## src/rtl/fir_serial_host_if.sv

```systemverilog
// rtl/fir_serial_host_if.sv - sample/result stream bundle between the FIR serial host and its user/filter.
interface fir_serial_host_if #(
   parameter int SAMPLE_W = 16,
   parameter int RES_W    = 32
);
   logic [SAMPLE_W-1:0] s_data;
   logic                s_valid;
   logic                s_ready;
   logic                tx_bit;
   logic                tx_frame_start;
   logic                tx_filler;
   logic                rx_dv;
   logic                rx_bit;
   logic [RES_W-1:0]    res_data;
   logic                res_valid;
   logic                res_trunc;
   logic [7:0]          trunc_cnt;

   modport master (
      output s_data, s_valid, rx_dv, rx_bit,
      input  s_ready, tx_bit, tx_frame_start, tx_filler,
      input  res_data, res_valid, res_trunc, trunc_cnt
   );

   modport slave (
      input  s_data, s_valid, rx_dv, rx_bit,
      output s_ready, tx_bit, tx_frame_start, tx_filler,
      output res_data, res_valid, res_trunc, trunc_cnt
   );
endinterface

```

## src/rtl/fir_serial_host.sv

```systemverilog
// rtl/fir_serial_host.sv - serialises samples into fixed frames for the filter and deserialises its results.
module fir_serial_host #(
   parameter int SAMPLE_W = 16,
   parameter int RES_W    = 32
) (
   input  logic               clk,
   input  logic               rst,
   fir_serial_host_if.slave   bus
);
   localparam int TXC_W = $clog2(SAMPLE_W);
   localparam int RXC_W = $clog2(RES_W + 1);
   localparam logic [TXC_W-1:0] TX_LAST = TXC_W'(SAMPLE_W - 1);
   localparam logic [RXC_W-1:0] RX_LAST = RXC_W'(RES_W - 1);

   // ---------------- transmitter ----------------
   logic [SAMPLE_W-1:0] sr;
   logic [SAMPLE_W-1:0] buf_data;
   logic                buf_full;
   logic [TXC_W-1:0]    tx_cnt;
   logic                frame_start_q;
   logic                filler_q;
   logic                accept;
   logic                frame_end;

   assign accept    = bus.s_valid & ~buf_full;
   assign frame_end = (tx_cnt == TX_LAST);

   // Frame load sees the buffer as it was before this edge, so a word accepted
   // on the load edge waits in the buffer for the following frame.
   always_ff @(posedge clk or posedge rst) begin
      if (rst) begin
         sr            <= '0;
         buf_data      <= '0;
         buf_full      <= 1'b0;
         tx_cnt        <= '0;
         frame_start_q <= 1'b0;
         filler_q      <= 1'b0;
      end else begin
         frame_start_q <= frame_end;
         filler_q      <= frame_end & ~buf_full;
         if (frame_end) begin
            tx_cnt <= '0;
            sr     <= buf_full ? buf_data : '0;
         end else begin
            tx_cnt <= tx_cnt + 1'b1;
            sr     <= {sr[SAMPLE_W-2:0], 1'b0};
         end
         if (accept) begin
            buf_data <= bus.s_data;
            buf_full <= 1'b1;
         end else if (frame_end) begin
            buf_full <= 1'b0;
         end
      end
   end

   assign bus.s_ready        = ~buf_full;
   assign bus.tx_bit         = sr[SAMPLE_W-1];
   assign bus.tx_frame_start = frame_start_q;
   assign bus.tx_filler      = filler_q;

   // ---------------- receiver ----------------
   typedef enum logic {RX_IDLE, RX_CAP} rx_state_t;

   rx_state_t        state;
   rx_state_t        state_nx;
   logic [RXC_W-1:0] rx_cnt;
   logic [RES_W-1:0] cap;
   logic [RES_W-1:0] res_data_q;
   logic             res_valid_q;
   logic             res_trunc_q;
   logic [7:0]       trunc_cnt_q;
   logic             cap_shift;
   logic             cap_done;
   logic             cap_abort;

   always_ff @(posedge clk or posedge rst) begin
      if (rst) state <= RX_IDLE;
      else     state <= state_nx;
   end

   // A new rx_dv always restarts capture, even on the edge that would finish a word.
   always_comb begin
      state_nx = state;
      if (bus.rx_dv)
         state_nx = RX_CAP;
      else if (state == RX_CAP && rx_cnt == RX_LAST)
         state_nx = RX_IDLE;
   end

   always_comb begin
      cap_shift = 1'b0;
      cap_done  = 1'b0;
      cap_abort = 1'b0;
      if (state == RX_CAP) begin
         cap_shift = ~bus.rx_dv;
         cap_done  = ~bus.rx_dv & (rx_cnt == RX_LAST);
         cap_abort = bus.rx_dv & (rx_cnt != '0);
      end
   end

   always_ff @(posedge clk or posedge rst) begin
      if (rst) begin
         rx_cnt      <= '0;
         cap         <= '0;
         res_data_q  <= '0;
         res_valid_q <= 1'b0;
         res_trunc_q <= 1'b0;
         trunc_cnt_q <= '0;
      end else begin
         res_valid_q <= cap_done;
         res_trunc_q <= cap_abort;
         if (bus.rx_dv) begin
            rx_cnt <= '0;
            cap    <= '0;
         end else if (cap_shift) begin
            rx_cnt <= rx_cnt + 1'b1;
            cap    <= {cap[RES_W-2:0], bus.rx_bit};
         end
         if (cap_done)
            res_data_q <= {cap[RES_W-2:0], bus.rx_bit};
         if (cap_abort && trunc_cnt_q != 8'hFF)
            trunc_cnt_q <= trunc_cnt_q + 1'b1;
      end
   end

   assign bus.res_data  = res_data_q;
   assign bus.res_valid = res_valid_q;
   assign bus.res_trunc = res_trunc_q;
   assign bus.trunc_cnt = trunc_cnt_q;
endmodule
```

## src/flat_wrapper.sv

```systemverilog
// flat-port wrapper written by rule: the top's interface ports become plain ports
module fir_serial_host_flat 
#(
   parameter int SAMPLE_W = 16,
   parameter int RES_W    = 32
)
  (clk, rst, bus_s_data, bus_s_valid, bus_rx_dv, bus_rx_bit, bus_s_ready, bus_tx_bit, bus_tx_frame_start, bus_tx_filler, bus_res_data, bus_res_valid, bus_res_trunc, bus_trunc_cnt);
  fir_serial_host_if #(.SAMPLE_W(SAMPLE_W), .RES_W(RES_W)) bus_i ();
  input  logic clk;
  input  logic rst;
  input wire logic [$bits(bus_i.s_data)-1:0] bus_s_data;
  input wire logic [$bits(bus_i.s_valid)-1:0] bus_s_valid;
  input wire logic [$bits(bus_i.rx_dv)-1:0] bus_rx_dv;
  input wire logic [$bits(bus_i.rx_bit)-1:0] bus_rx_bit;
  output wire logic [$bits(bus_i.s_ready)-1:0] bus_s_ready;
  output wire logic [$bits(bus_i.tx_bit)-1:0] bus_tx_bit;
  output wire logic [$bits(bus_i.tx_frame_start)-1:0] bus_tx_frame_start;
  output wire logic [$bits(bus_i.tx_filler)-1:0] bus_tx_filler;
  output wire logic [$bits(bus_i.res_data)-1:0] bus_res_data;
  output wire logic [$bits(bus_i.res_valid)-1:0] bus_res_valid;
  output wire logic [$bits(bus_i.res_trunc)-1:0] bus_res_trunc;
  output wire logic [$bits(bus_i.trunc_cnt)-1:0] bus_trunc_cnt;
  assign bus_i.s_data = bus_s_data;
  assign bus_i.s_valid = bus_s_valid;
  assign bus_i.rx_dv = bus_rx_dv;
  assign bus_i.rx_bit = bus_rx_bit;
  assign bus_s_ready = bus_i.s_ready;
  assign bus_tx_bit = bus_i.tx_bit;
  assign bus_tx_frame_start = bus_i.tx_frame_start;
  assign bus_tx_filler = bus_i.tx_filler;
  assign bus_res_data = bus_i.res_data;
  assign bus_res_valid = bus_i.res_valid;
  assign bus_res_trunc = bus_i.res_trunc;
  assign bus_trunc_cnt = bus_i.trunc_cnt;
  fir_serial_host #(.SAMPLE_W(SAMPLE_W), .RES_W(RES_W)) u_core (.clk(clk), .rst(rst), .bus(bus_i));
endmodule
```

## config.mk

```make
export PLATFORM = sky130hd
export DESIGN_NAME = fir_serial_host_flat
export DESIGN_NICKNAME = d
export VERILOG_FILES = /design/src/rtl/fir_serial_host_if.sv /design/src/rtl/fir_serial_host.sv /design/src/flat_wrapper.sv
export SDC_FILE = /design/constraint.sdc
export NUM_CORES = 1
export LEC_CHECK = 0
export ABC_AREA = 1
export CAP_MARGIN = 15
export CORE_MARGIN = 4
export CORE_UTILIZATION = 50
export CTS_CLUSTER_SIZE = 14
export DETAILED_ROUTE_END_ITERATION = 8
export MAX_ROUTING_LAYER = met4
export PLACE_DENSITY_LB_ADDON = 0.08
export RECOVER_POWER = 25
export SLEW_MARGIN = 20
export SYNTH_ARGS = -nofsm -noshare
export SYNTH_HDL_FRONTEND = slang
export SYNTH_SLANG_ARGS = --single-unit
```

## constraint.sdc

```tcl
create_clock -name clk -period 5.9 [get_ports clk]
set_input_delay 1.77 -clock clk [delete_from_list [all_inputs] [get_ports clk]]
set_output_delay 1.77 -clock clk [all_outputs]
set_load 0.01 [all_outputs]
```

### Word level (Yosys, flattened, before mapping)

Index checks and enable logic that the tools add are counted.
W data, S select, Z words.

* flip-flop bits (word level): 119
* logic and storage cells: 45
* output and inout port bits: 46
* input port bits: 21

* reduce and logical (&&, ||, !) cells: 6
* add/subtract/negate cells: 3
* multiplexer cells: 14
* equal/unequal tests: 3
* bitwise operators: 6

Operators with widths (count)
* $mux W31: 2
* $mux W16: 2
* $mux W6: 2
* $add A8 B1 Y8 const B: 1
* $ne A8 B8 Y1 const B: 1
* $mux W1: 7
* $add A6 B1 Y6 const B: 1
* $eq A6 B5 Y1 const B: 1
* $reduce_bool A2 Y1: 3
* $reduce_bool A6 Y1: 1
* $add A4 B1 Y4 const B: 1
* $and A1 B1 Y1: 4
* $eq A4 B4 Y1 const B: 1
* $mux W4: 1
* $logic_and A1 B1 Y1: 2
* $not A1 Y1: 2

### Depth between registers and ports, before layout

* depth after elaboration: 4
* mapped depth: 9
* gate-level depth less buffers: 8

### Least setup slack after synthesis

No wires, ideal clock.

* path kind: input to register
* start: in bus_s_valid
* end: reg u_core.buf_data[0]
* slack: 3.370 ns
* data arrival time: 2.405 ns
* buffers on the path: 1
* setup time: 0.125 ns
* data required time: 5.775 ns
* cell stages on the path: 3
* cells stage by stage: nand2_2 > buf_4 > mux2_2

* longest elaborated chain between the ends: 1

Ends and longest elaborated chain
* from (decl): RTL line flat_wrapper.sv:12 `input wire logic [$bits(bus_i.s_valid)-1:0] bus_s_valid;`
* $and A1 B1 Y1: RTL line fir_serial_host.sv:25 `assign accept = bus.s_valid & ~buf_full;`
* to (signal assigned): RTL line fir_serial_host.sv:49 `buf_data <= bus.s_data;`
* to (decl): RTL line fir_serial_host.sv:17 `logic [SAMPLE_W-1:0] buf_data;`

No other way between the ends.
A chain may end at the register's enable or synchronous reset.

### Worst setup path in the final report

* start: reg u_core.buf_full
* end: out bus_s_ready

* longest elaborated chain between the ends: 1

Ends and longest elaborated chain
* from (decl): RTL line fir_serial_host.sv:18 `logic buf_full;`
* from (signal assigned): RTL line fir_serial_host.sv:34 `buf_full <= 1'b0;`
* from (signal assigned): RTL line fir_serial_host.sv:50 `buf_full <= 1'b1;`
* from (signal assigned): RTL line fir_serial_host.sv:52 `buf_full <= 1'b0;`
* $not A1 Y1: RTL line fir_serial_host.sv:57 `assign bus.s_ready = ~buf_full;`
* to (decl): RTL line flat_wrapper.sv:15 `output wire logic [$bits(bus_i.s_ready)-1:0] bus_s_ready;`

No other way between the ends.

==> summary.txt <==
========================================================================================
Instance count of the mapped netlist                                                 488
Leakage power figure                                                             2.96 nW
Number of filler cells placed in the layout                                          744
Total power per unit cell area                                                376 mW/mm²
CORE AREA                                                                    0.00924 mm²
Portion of the clock cycle consumed by the worst path in the final layout          61.5%
Setup total negative slack                                                          0 ps
Outcome                                                                     finished clean
Count of pins over their slew limit                                                    0
Count of different cell masters after synthesis                                       30
Layout cells sized above 1                                                         10.9%
Number of synthesized register bits                                                  119
Buffer count from post-CTS setup fixing                                                0
TritonCTS clock tree                                                                 yes
R2R Path End                                                                u_core.bus.res_data[26]
Synth Area per Inst                                                             9.77 µm²
Share of total power consumed by net switching                                     23.7%
Number of DRC violations after detailed-routing iteration 0                          194
Final Routed Wirelength                                                          9050 µm
Width of the die                                                                  106 µm
Clock tree buffer depth                                                                2
Hold Crit Class                                                               reg -> reg
Proportion of power drawn by combinational gates                                   11.1%
Synth area leader                                                           sky130_fd_sc_hd__dfrtp_1
Final setup fails                                                                      0
Global route overflow                                                                  0
Iteration count of the initial detailed-routing pass                                   4
Synth Flop Type                                                             sky130_fd_sc_hd__dfrtp_1
Arrival time of the worst setup path                                             1860 ps
RD Place Congestion                                                                0.762
Worst R2R Setup Slack                                                            3480 ps
Ranking of synthesized cells by area                                        sky130_fd_sc_hd__dfrtp_1, sky130_fd_sc_hd__nand2_1, sky130_fd_sc_hd__mux2_2
Number of sinks driven by the clock tree                                             119
Synthesized netlist net count                                                        513
Launch point of the worst hold path                                         u_core.sr[12]
Clock Root Buffer                                                           sky130_fd_sc_hd__clkbuf_8
Hold-fix buffers at CTS                                                                0
CP max FO                                                                             18
Most instantiated library cell after synthesis                              sky130_fd_sc_hd__nand2_1
Count of flip-flops with a built-in enable after synthesis                             0
Async SR Flop Fraction                                                              100%
Via count of the first global-routing pass                                         3,433
Number of gates resized after cts                                                      0
Hold violation total from the final report                                             0
Number of remaining DRC errors                                                         0
Element type at the critical path start                                         register
Register clock-pin slew on the reported worst setup and hold paths                 50 ps
Commonest cells in the netlist                                              sky130_fd_sc_hd__nand2_1, sky130_fd_sc_hd__dfrtp_1, sky130_fd_sc_hd__nand3_1, sky130_fd_sc_hd__o21ai_0, sky130_fd_sc_hd__inv_1
Top achievable clock speed                                                     0.276 GHz
Number of ports placed on the die boundary                                            67
Pin count of the biggest net entering global routing                                  88
Hold path endpoint                                                          u_core.sr[13]
Sequential cell area                                                         0.00298 mm²
Die outline height                                                                106 µm
Critical path data required time                                                 4130 ps
Transition time at the pin with the least slew margin                             959 ps
Number of cells on the worst hold path                                                 2
Max_slew headroom                                                                  36.0%
Global-route wire length before repair                                         15,900 µm
Initial antenna violation count                                                        0
CTS H-tree depth                                                                       4
Unrepaired setup endpoints after global routing                                    false
Total routing resource utilization after global routing                            18.1%
Count of warnings emitted by yosys                                                     0
Core occupancy in the finished layout                                              65.9%
Worst-skew pair later-pin latency                                                 510 ps
Die outline area                                                              0.0112 mm²
Sequential share of power                                                          42.6%
Final worst path period need                                                     3630 ps
Critical path's slowest cell                                                sky130_fd_sc_hd__dfrtp_1
Largest clock skew in the final design                                           9.23 ps
Maximum vdd drop                                                                0.189 mV
Vias per std cell                                                                   4.93
Antenna violation net count after detailed routing                                     0
Kind of end point of the critical path                                       output port
Worst r2r path cells                                                                   7
Slowest Stage Delay on Critical Path                                              770 ps
Cell-by-cell trace of the critical path                                     inv_2, clkdlybuf4s50_1
Source of the worst register-to-register timing path                        u_core.rx_cnt[1]
Area overhead of the layout relative to synthesis                                  27.7%
Floorplan row count                                                                   35
Inserted Diodes                                                                        0
Multi-input gate area                                                        0.00155 mm²
Total internal power                                                             1.75 mW
Post-layout net count                                                                579
Reported net switching power                                                    0.544 mW
Combined area of all synthesized cells                                       0.00477 mm²
TritonCTS Buffers                                                                     17
Starting Density                                                                   51.6%
Routed wirelength normalized by instance count                                   13.0 µm
Relative contribution of the clock network to total power                          46.2%
Max-cap violations                                                                     0
Fraction of synthesized cell area taken by the top area cell type                  62.5%
Final HPWL from detailed placement                                               5590 µm
Setup CP Type                                                                 reg -> out
Sequential-to-total area share from yosys stat                                     62.5%
Via count                                                                          3,434
Port buffer count                                                                     66
========================================================================================
==> cell type report <==
type,count,area share [%]
tap,129,2.65
sequential,119,48.9
clock inverter,12,2.88
inverter,27,1.75
multi-input combinational,321,25.4
timing repair buffer,68,11.1
clock buffer,20,7.32
==> placed cells by master, fill, tap and decap left out, types with 3 or more instances in the layout <==
master,count
sky130_fd_sc_hd__mux2_2,16
sky130_fd_sc_hd__nor2_1,16
sky130_fd_sc_hd__clkdlybuf4s50_1,64
sky130_fd_sc_hd__o21ai_0,33
sky130_fd_sc_hd__inv_1,21
sky130_fd_sc_hd__inv_2,4
sky130_fd_sc_hd__nand3_1,34
sky130_fd_sc_hd__nor3_1,3
sky130_fd_sc_hd__clkinv_2,3
sky130_fd_sc_hd__clkbuf_8,3
sky130_fd_sc_hd__clkbuf_16,16
sky130_fd_sc_hd__a21oi_1,4
sky130_fd_sc_hd__xnor2_1,3
sky130_fd_sc_hd__nand2_1,190
sky130_fd_sc_hd__dfrtp_1,119
sky130_fd_sc_hd__clkinvlp_4,3
sky130_fd_sc_hd__o22ai_1,3
sky130_fd_sc_hd__ha_1,4
sky130_fd_sc_hd__bufinv_16,4
sky130_fd_sc_hd__o21ai_2,3
==> layer usage <==
metal / GRT usage (%) / part of all wire [%] / up-vias / wire length (µm)
met5: - / 0 / - / 0
met4: 5.55 / 1.2 / 0 / 110
met3: 5.14 / 3.7 / 13 / 333
met2: 28.6 / 47 / 73 / 4230
met1: 23.0 / 48 / 1653 / 4370
li1: - / - / 1695 / -
==> power by group through the flow <==
stage          clock (mW)  combinational (mW)  sequential, mW
4_1_cts              1.08               0.260           0.977
5_1_grt              1.12               0.289           0.989
3_5_place_dp            0               0.258           0.989
3_3_place_gp            0               0.251           0.986
2_1_floorplan           0               0.164           0.983
6_report             1.06               0.255           0.977
==> how the worst max path moves through the flow <==
stage,start,to,depth (start not counted)
final,u_core.buf_full,bus_s_ready,2
after global routing,bus_rx_dv,u_core.bus.res_data[21],6
after CTS,u_core.buf_full,bus_s_ready,2
after detailed placement,bus_rx_dv,u_core.bus.res_data[26],6
after global placement,bus_rx_dv,u_core.bus.res_data[21],6
after floorplan,rst,u_core.buf_data[0],1
==> critical path: cells and delay by family, from the launching register on <==
family	cells	cell delay (ps)
DFF	1	770
buffers and inverters	2	580
==> sequential cells by signal, indices dropped and copies added (netlist names) <==
name / count
u_core.bus.tx_frame_start: 1
u_core.bus.tx_filler: 1
u_core.bus.res_valid: 1
u_core.tx_cnt: 4
u_core.bus.res_data: 32
u_core.buf_data: 16
u_core.bus.res_trunc: 1
u_core.rx_cnt: 6
u_core.state: 1
u_core.bus.trunc_cnt: 8
u_core.sr: 16
u_core.cap: 31
u_core.buf_full: 1
==> metrics by stage <==
stage / setup slack (ps) / hold WS [ps] / cell area [µm²] / power (mW) / std cells
global placement: 1920 / 430 / 5470 / 1.24 / 664
floorplan: 973 / 425 / 4770 / 1.15 / 488
detailed placement: 1840 / 436 / 5470 / 1.25 / 664
finish: 2270 / 445 / 6090 / 2.29 / 696
CTS: 2260 / 445 / 6090 / 2.31 / 696
global route: 2000 / 473 / 6090 / 2.40 / 696
==> cell families (layout without fill, tap and decap cells) <==
group | after synthesis | after routing | synth area share, %
xor+xnor | 5 | 5 | 0.919
simple gates | 251 | 251 | 21.5
compound gates | 45 | 45 | 5.14
flops | 119 | 119 | 62.5
mux | 16 | 16 | 3.78
fa+ha+maj | 4 | 4 | 1.05
buf+inv | 48 | 127 | 5.09
(Power assumes the default switching activity.)
